--- config.mk ---
export PLATFORM = sky130hd
export DESIGN_NAME = spi_mul_sequencer
export DESIGN_NICKNAME = d
export VERILOG_FILES = /design/src/rtl/spi_mul_sequencer.sv
export SDC_FILE = /design/constraint.sdc
export NUM_CORES = 1
export LEC_CHECK = 0
export ABC_AREA = 1
export CORE_ASPECT_RATIO = 1.1
export CORE_MARGIN = 8
export CORE_UTILIZATION = 52
export CTS_BUF_LIST = sky130_fd_sc_hd__clkbuf_8
export CTS_CLUSTER_DIAMETER = 120
export CTS_CLUSTER_SIZE = 30
export DETAILED_ROUTE_END_ITERATION = 7
export PLACE_DENSITY_LB_ADDON = 0.05
export SLEW_MARGIN = 10
export SYNTH_ARGS = -nofsm -noshare
export SYNTH_HDL_FRONTEND = slang
export SYNTH_SLANG_ARGS = --single-unit
--- constraint.sdc ---
create_clock -name clk -period 2.75 [get_ports clk]
set_input_delay 0.275 -clock clk [delete_from_list [all_inputs] [get_ports clk]]
set_output_delay 0.275 -clock clk [all_outputs]
set_load 0.05 [all_outputs]
--- src/rtl/spi_mul_sequencer.sv ---
// Control FSM for the SPI multiplier: receives A and B, starts the multiplier, shifts the product out.
// Optional MUL_TIMEOUT_EN bounds the WAIT_MUL dwell to TIMEOUT_CYCLES clocks.
module spi_mul_sequencer #(
   parameter int unsigned WIDTH          = 8,
   parameter int unsigned TIMEOUT_CYCLES = 64
) (
   input  logic                 clk,
   input  logic                 reset_n,
   input  logic                 cs_n,
   input  logic                 sclk_posedge,
   input  logic                 sclk_negedge,
   input  logic [WIDTH-1:0]     sr_parallel_out,
   input  logic                 mul_done,
   input  logic [2*WIDTH-1:0]   mul_product,
   output logic [1:0]           sr_mode,
   output logic                 sr_strobe,
   output logic [WIDTH-1:0]     sr_parallel_in,
   output logic [WIDTH-1:0]     op_a,
   output logic [WIDTH-1:0]     op_b,
   output logic                 mul_start,
   output logic                 miso,
   output logic                 miso_en,
   output logic                 busy,
   output logic                 frame_err
);

   localparam int unsigned     CntW    = $clog2(WIDTH + 1);
   localparam logic [CntW-1:0] CntFull = CntW'(WIDTH);
   localparam logic [CntW-1:0] CntLast = CntW'(WIDTH - 1);

   localparam logic [1:0] ModeHold  = 2'b00;
   localparam logic [1:0] ModeLeft  = 2'b10;
   localparam logic [1:0] ModePload = 2'b11;

   typedef enum logic [3:0] {
      StIdle, StRxA, StRxB, StWaitMul, StLoadHi, StTxHi, StLoadLo, StTxLo, StDone, StDrain
   } state_e;

   state_e            state_q;
   logic [CntW-1:0]   cnt_q;
   logic              cs_n_q;
   logic [WIDTH-1:0]  sr_pin_q;
   logic [WIDTH-1:0]  op_a_q;
   logic [WIDTH-1:0]  op_b_q;
   logic              mul_start_q;
   logic              miso_en_q;
   logic              frame_err_q;

`ifdef MUL_TIMEOUT_EN
   localparam int unsigned     TmoW    = $clog2(TIMEOUT_CYCLES + 1);
   localparam logic [TmoW-1:0] TmoLast = TmoW'(TIMEOUT_CYCLES - 1);
   logic [TmoW-1:0] tmo_q;

   always_ff @(posedge clk or negedge reset_n) begin
      if (!reset_n) begin
         tmo_q <= '0;
      end else if (state_q != StWaitMul) begin
         tmo_q <= '0;
      end else begin
         tmo_q <= tmo_q + 1'b1;
      end
   end
`else
   logic unused_timeout;
   assign unused_timeout = ^TIMEOUT_CYCLES;
`endif

   always_ff @(posedge clk or negedge reset_n) begin
      if (!reset_n) begin
         state_q     <= StIdle;
         cnt_q       <= '0;
         cs_n_q      <= 1'b1;
         sr_pin_q    <= '0;
         op_a_q      <= '0;
         op_b_q      <= '0;
         mul_start_q <= 1'b0;
         miso_en_q   <= 1'b0;
         frame_err_q <= 1'b0;
      end else begin
         cs_n_q      <= cs_n;
         mul_start_q <= 1'b0;
         if (state_q != StIdle && cs_n) begin
            // Master released chip select: abort, flagging it unless the frame had finished.
            state_q   <= StIdle;
            cnt_q     <= '0;
            miso_en_q <= 1'b0;
            if (state_q != StDone && state_q != StDrain) frame_err_q <= 1'b1;
         end else begin
            unique case (state_q)
               StIdle: begin
                  if (cs_n_q && !cs_n) begin
                     state_q     <= StRxA;
                     cnt_q       <= '0;
                     frame_err_q <= 1'b0;
                  end
               end
               StRxA, StRxB: begin
                  if (cnt_q == CntFull) begin
                     cnt_q <= '0;
                     if (state_q == StRxA) begin
                        op_a_q  <= sr_parallel_out;
                        state_q <= StRxB;
                     end else begin
                        op_b_q      <= sr_parallel_out;
                        mul_start_q <= 1'b1;
                        state_q     <= StWaitMul;
                     end
                  end else if (sclk_posedge) begin
                     cnt_q <= cnt_q + 1'b1;
                  end
               end
               StWaitMul: begin
                  if (sclk_posedge) begin
                     frame_err_q <= 1'b1;
                     state_q     <= StDrain;
                  end else if (mul_done && !mul_start_q) begin
                     // mul_done is ignored during the start pulse, when it may still be stale.
                     sr_pin_q  <= mul_product[2*WIDTH-1:WIDTH];
                     miso_en_q <= 1'b1;
                     state_q   <= StLoadHi;
                  end
`ifdef MUL_TIMEOUT_EN
                  else if (tmo_q == TmoLast) begin
                     frame_err_q <= 1'b1;
                     state_q     <= StDrain;
                  end
`endif
               end
               StLoadHi: state_q <= StTxHi;
               StTxHi, StTxLo: begin
                  if (sclk_negedge) begin
                     if (cnt_q == CntLast) begin
                        cnt_q <= '0;
                        if (state_q == StTxHi) begin
                           sr_pin_q <= mul_product[WIDTH-1:0];
                           state_q  <= StLoadLo;
                        end else begin
                           miso_en_q <= 1'b0;
                           state_q   <= StDone;
                        end
                     end else begin
                        cnt_q <= cnt_q + 1'b1;
                     end
                  end
               end
               StLoadLo: state_q <= StTxLo;
               StDone, StDrain: ;
               default: state_q <= StIdle;
            endcase
         end
      end
   end

   // Shift strobes follow the SCLK pulse in the same clk so the register captures on that edge.
   always_comb begin
      sr_mode   = ModeHold;
      sr_strobe = 1'b0;
      case (state_q)
         StRxA, StRxB: begin
            if (sclk_posedge && cnt_q != CntFull) begin
               sr_mode   = ModeLeft;
               sr_strobe = 1'b1;
            end
         end
         StTxHi, StTxLo: begin
            if (sclk_negedge) begin
               sr_mode   = ModeLeft;
               sr_strobe = 1'b1;
            end
         end
         StLoadHi, StLoadLo: begin
            sr_mode   = ModePload;
            sr_strobe = 1'b1;
         end
         default: ;
      endcase
   end

   assign sr_parallel_in = sr_pin_q;
   assign op_a           = op_a_q;
   assign op_b           = op_b_q;
   assign mul_start      = mul_start_q;
   assign miso_en        = miso_en_q;
   assign miso           = miso_en_q & sr_parallel_out[WIDTH-1];
   assign busy           = (state_q != StIdle);
   assign frame_err      = frame_err_q;

endmodule
==> flow_summary.json <==
{
  "status": "finished, final reports clean",
  "clkTransAtPathRegs_ns": 0.08,
  "gp_congestion": 0.959,
  "arrival_ns": 2.02,
  "timing.fmax_ghz": 0.436,
  "post-route-util": 0.709,
  "drtPass1Iterations": 4,
  "synth_nets": 298,
  "drt_iter0_drc": 222,
  "synth_flop_cell": "dfrtp_1",
  "synth.area.mux_share": 0,
  "slew_violations": 0,
  "finalSetupTns_ns": 0,
  "rsz0062_at_grt": "false",
  "worstPathRequired_ns": 2.48,
  "areaGrowthSynthToFinish_pct": 33.5,
  "synth-compound-area-share": 0.0955,
  "grt_pass1_wl_um": 8370,
  "hold_slack_ns": 0.0731,
  "wire_per_inst_um": 13.5,
  "ys_seq_area_frac": 0.439,
  "design.portCount": 62,
  "sw_frac_of_total": 0.519,
  "hold_class": "input port to asynchronous set/reset pin",
  "worst_pin_slew_ns": 0.802,
  "hold_viol": 0,
  "gr-total-overflow": 0,
  "finalSetupViolCount": 0,
  "layout_setup_ws_ns": 0.458,
  "route.detailed.drc": 0,
  "intPower_mw": 1.30,
  "io_buffers": 61,
  "worst-setup-path-type": "flip-flop to output pin",
  "max-slew-margin-rel": 0.465,
  "grt_pass1_vias": 1841,
  "insertion_delay_ns": 0.29,
  "fin_skew_ns": 0.00732,
  "dp_slack_ns": 0.359,
  "crit_top_cell": "nand3_1",
  "endpoint_kind": "output pin",
  "post_cts_buffers": 0,
  "root_buffer": "clkbuf_8",
  "finalNetCount": 359,
  "synthTopCellsByArea": "dfrtp_1 43%, nand2_1 19%, nand3_1 6.8%",
  "drive_above_1_share": 0.110,
  "final_cell_mix": "104 x nand2_1, 58 x clkdlybuf4s50_1, 35 x dfrtp_1",
  "synth_edf_count": 0,
  "ant_nets": 0,
  "final_common_cell": "nand2_1",
  "p_switching_mw": 1.40,
  "synth_top_area_frac": 0.426,
  "n_antenna_cell": 0,
  "core_area_um2": 3870,
  "cap_viol_max_count": 0,
  "dpl.hpwl_um": 3820,
  "crit_buf_inv": 2,
  "track_usage": 0.164,
  "yosys.area_share.simple": 0.356,
  "cts_buffers": 5,
  "synthCells": 266,
  "final_cell_area_um2": 2750,
  "sequentialPowerShare": 0.270,
  "wl_um": 5120,
  "vdd.ir_drop.worst_v": 0.000604,
  "die_width_um": 76.0,
  "cts_hold_buf": 0,
  "period_minus_slack_ns": 2.29,
  "die_height_um": 82.0,
  "combPwrFrac": 0.590,
  "path_delay_family": "buffers and inverters",
  "crit_path_max_fanout": 5,
  "yosysTopAreaCell": "dfrtp_1",
  "synth_top_family_by_area": "simple AND/OR/NAND/NOR gates",
  "p_leak_nw": 1.41,
  "post-route-period-util": 0.834,
  "path_cells": "inv_1, ha_1, nand3_1, nand3_1, o21ai_0, dlymetal6s2s_1",
  "h-tree-depth": 2,
  "ys_ff_latch": 36,
  "synth_adder_area_share": 0.0122,
  "nFillCells": 317,
  "ys_types": 25,
  "antenna_found_initial": 0,
  "slowest_stage": "dlymetal6s2s_1",
  "crit_path_max_incr_delay_ns": 0.46,
  "vias": 1894,
  "num_rows": 24,
  "yosys_warnings": 0,
  "clock_power_share": 0.139,
  "synth_xor_area_frac": 0.00852,
  "start_util": 0.531,
  "powerDensity_nw_per_um2": 986,
  "fp.dieArea_um2": 6230,
  "cp-start-kind": "flip-flop",
  "post_dp_cell_area_um2": 2650,
  "syn_area_um2": 2060,
  "routed_via_density": 4.98,
  "grt_max_degree": 37,
  "cts_buffer_depth": 2,
  "cts_tree": "built",
  "avgSynthCellArea_um2": 7.73,
  "clock-sinks": 36,
  "ys_async_sr_fraction": 1.00
}
-- through the flow --
step	cells	total power, mW
final	380	2.71
after global placement	372	2.33
after floorplan	266	1.94
after CTS	380	2.71
after global routing	380	2.88
after detailed placement	372	2.33
-- routing by layer --
layer | global-route usage | share of wire | vias up
met2 | 0.283 | 0.48 | 66
met3 | 0.0646 | 0.073 | 8
met4 | 0.0569 | 0.013 | 0
met1 | 0.182 | 0.44 | 865
li1 | - | - | 955
met5 | 0 | 0 | -
-- sequential cells by signal, indices dropped and copies added (netlist names) --
register        flops
mul_start           1
state_q             4
op_a                8
cnt_q               4
miso_en             1
sr_parallel_in      8
cs_n_q              1
frame_err           1
op_b                8
-- worst reg2reg max path, delay by kind of cell, from the launching register on --
family / cells / cell delay [ns]
AO/OA/AOI/OAI: 2 / 0.34
buffers and inverters: 2 / 0.20
AND/OR/NAND/NOR: 3 / 0.77
flip-flops: 1 / 0.52
-- synth_stat cells (2+ instances only) --
cell type,number
nand2_1,104
dfrtp_1,35
nand3_1,28
inv_1,27
o21ai_0,15
nor2_1,12
o21ai_2,9
nand2_2,5
a21oi_1,4
buf_6,4
nor2_4,3
buf_4,2
ha_1,2
inv_2,2
nor2_2,2
o211ai_1,2
xor2_1,2
-- final cells by class --
class	count	area, um2	area share
clock buffers	5	68.8	0.0251
well taps	52	65.1	0.0237
clock inverters	3	18.8	0.00684
inverters	29	109	0.0397
flip-flops and latches	36	902	0.329
repair buffers	61	611	0.222
multi-input cells	194	971	0.354
-- worst paths after layout --
| check | from | endpoint | slack [ns] | cells after the start |
|---|---|---|---|---|
| max reg2reg | state_q[0]$_DFFE_PN0P_ | miso_en$_DFFE_PN0P_ | 0.80 | 7 |
| min in group clk | sr_parallel_in[6]$_DFFE_PN0P_ | sr_parallel_in[6]$_DFFE_PN0P_ | 0.47 | 2 |
| min | reset_n | state_q[2]$_DFFE_PN0P_ | 0.07 | 1 |
| min reg2reg | sr_parallel_in[6]$_DFFE_PN0P_ | sr_parallel_in[6]$_DFFE_PN0P_ | 0.47 | 2 |
| max in group asynchronous | reset_n | op_a[7]$_DFFE_PN0P_ | 2.17 | 1 |
| max | cnt_q[0]$_DFFE_PN0P_ | sr_strobe | 0.46 | 6 |
-- power by group through the flow --
stage                     clock network [mW]  registers [mW]  logic [mW]
after global placement                     0           0.734        1.59
after global routing                   0.400           0.746        1.74
after floorplan                            0           0.942       0.994
after detailed placement                   0           0.741        1.59
after CTS                              0.382           0.730        1.60
final                                  0.377           0.731        1.60
-- what timing repair did --
action                     in CTS  in global routing
setup endpoints to repair       0                  2
hold endpoints to repair        0                  0
resized for setup               0                  2
-- logic make-up after synthesis --
kind of cell,after synthesis
compound gates,31
fa+ha+maj,2
simple gates,159
xor+xnor,2
buf+inv,36
flops,36
No activity file was read; power rests on OpenSTA's default activity.
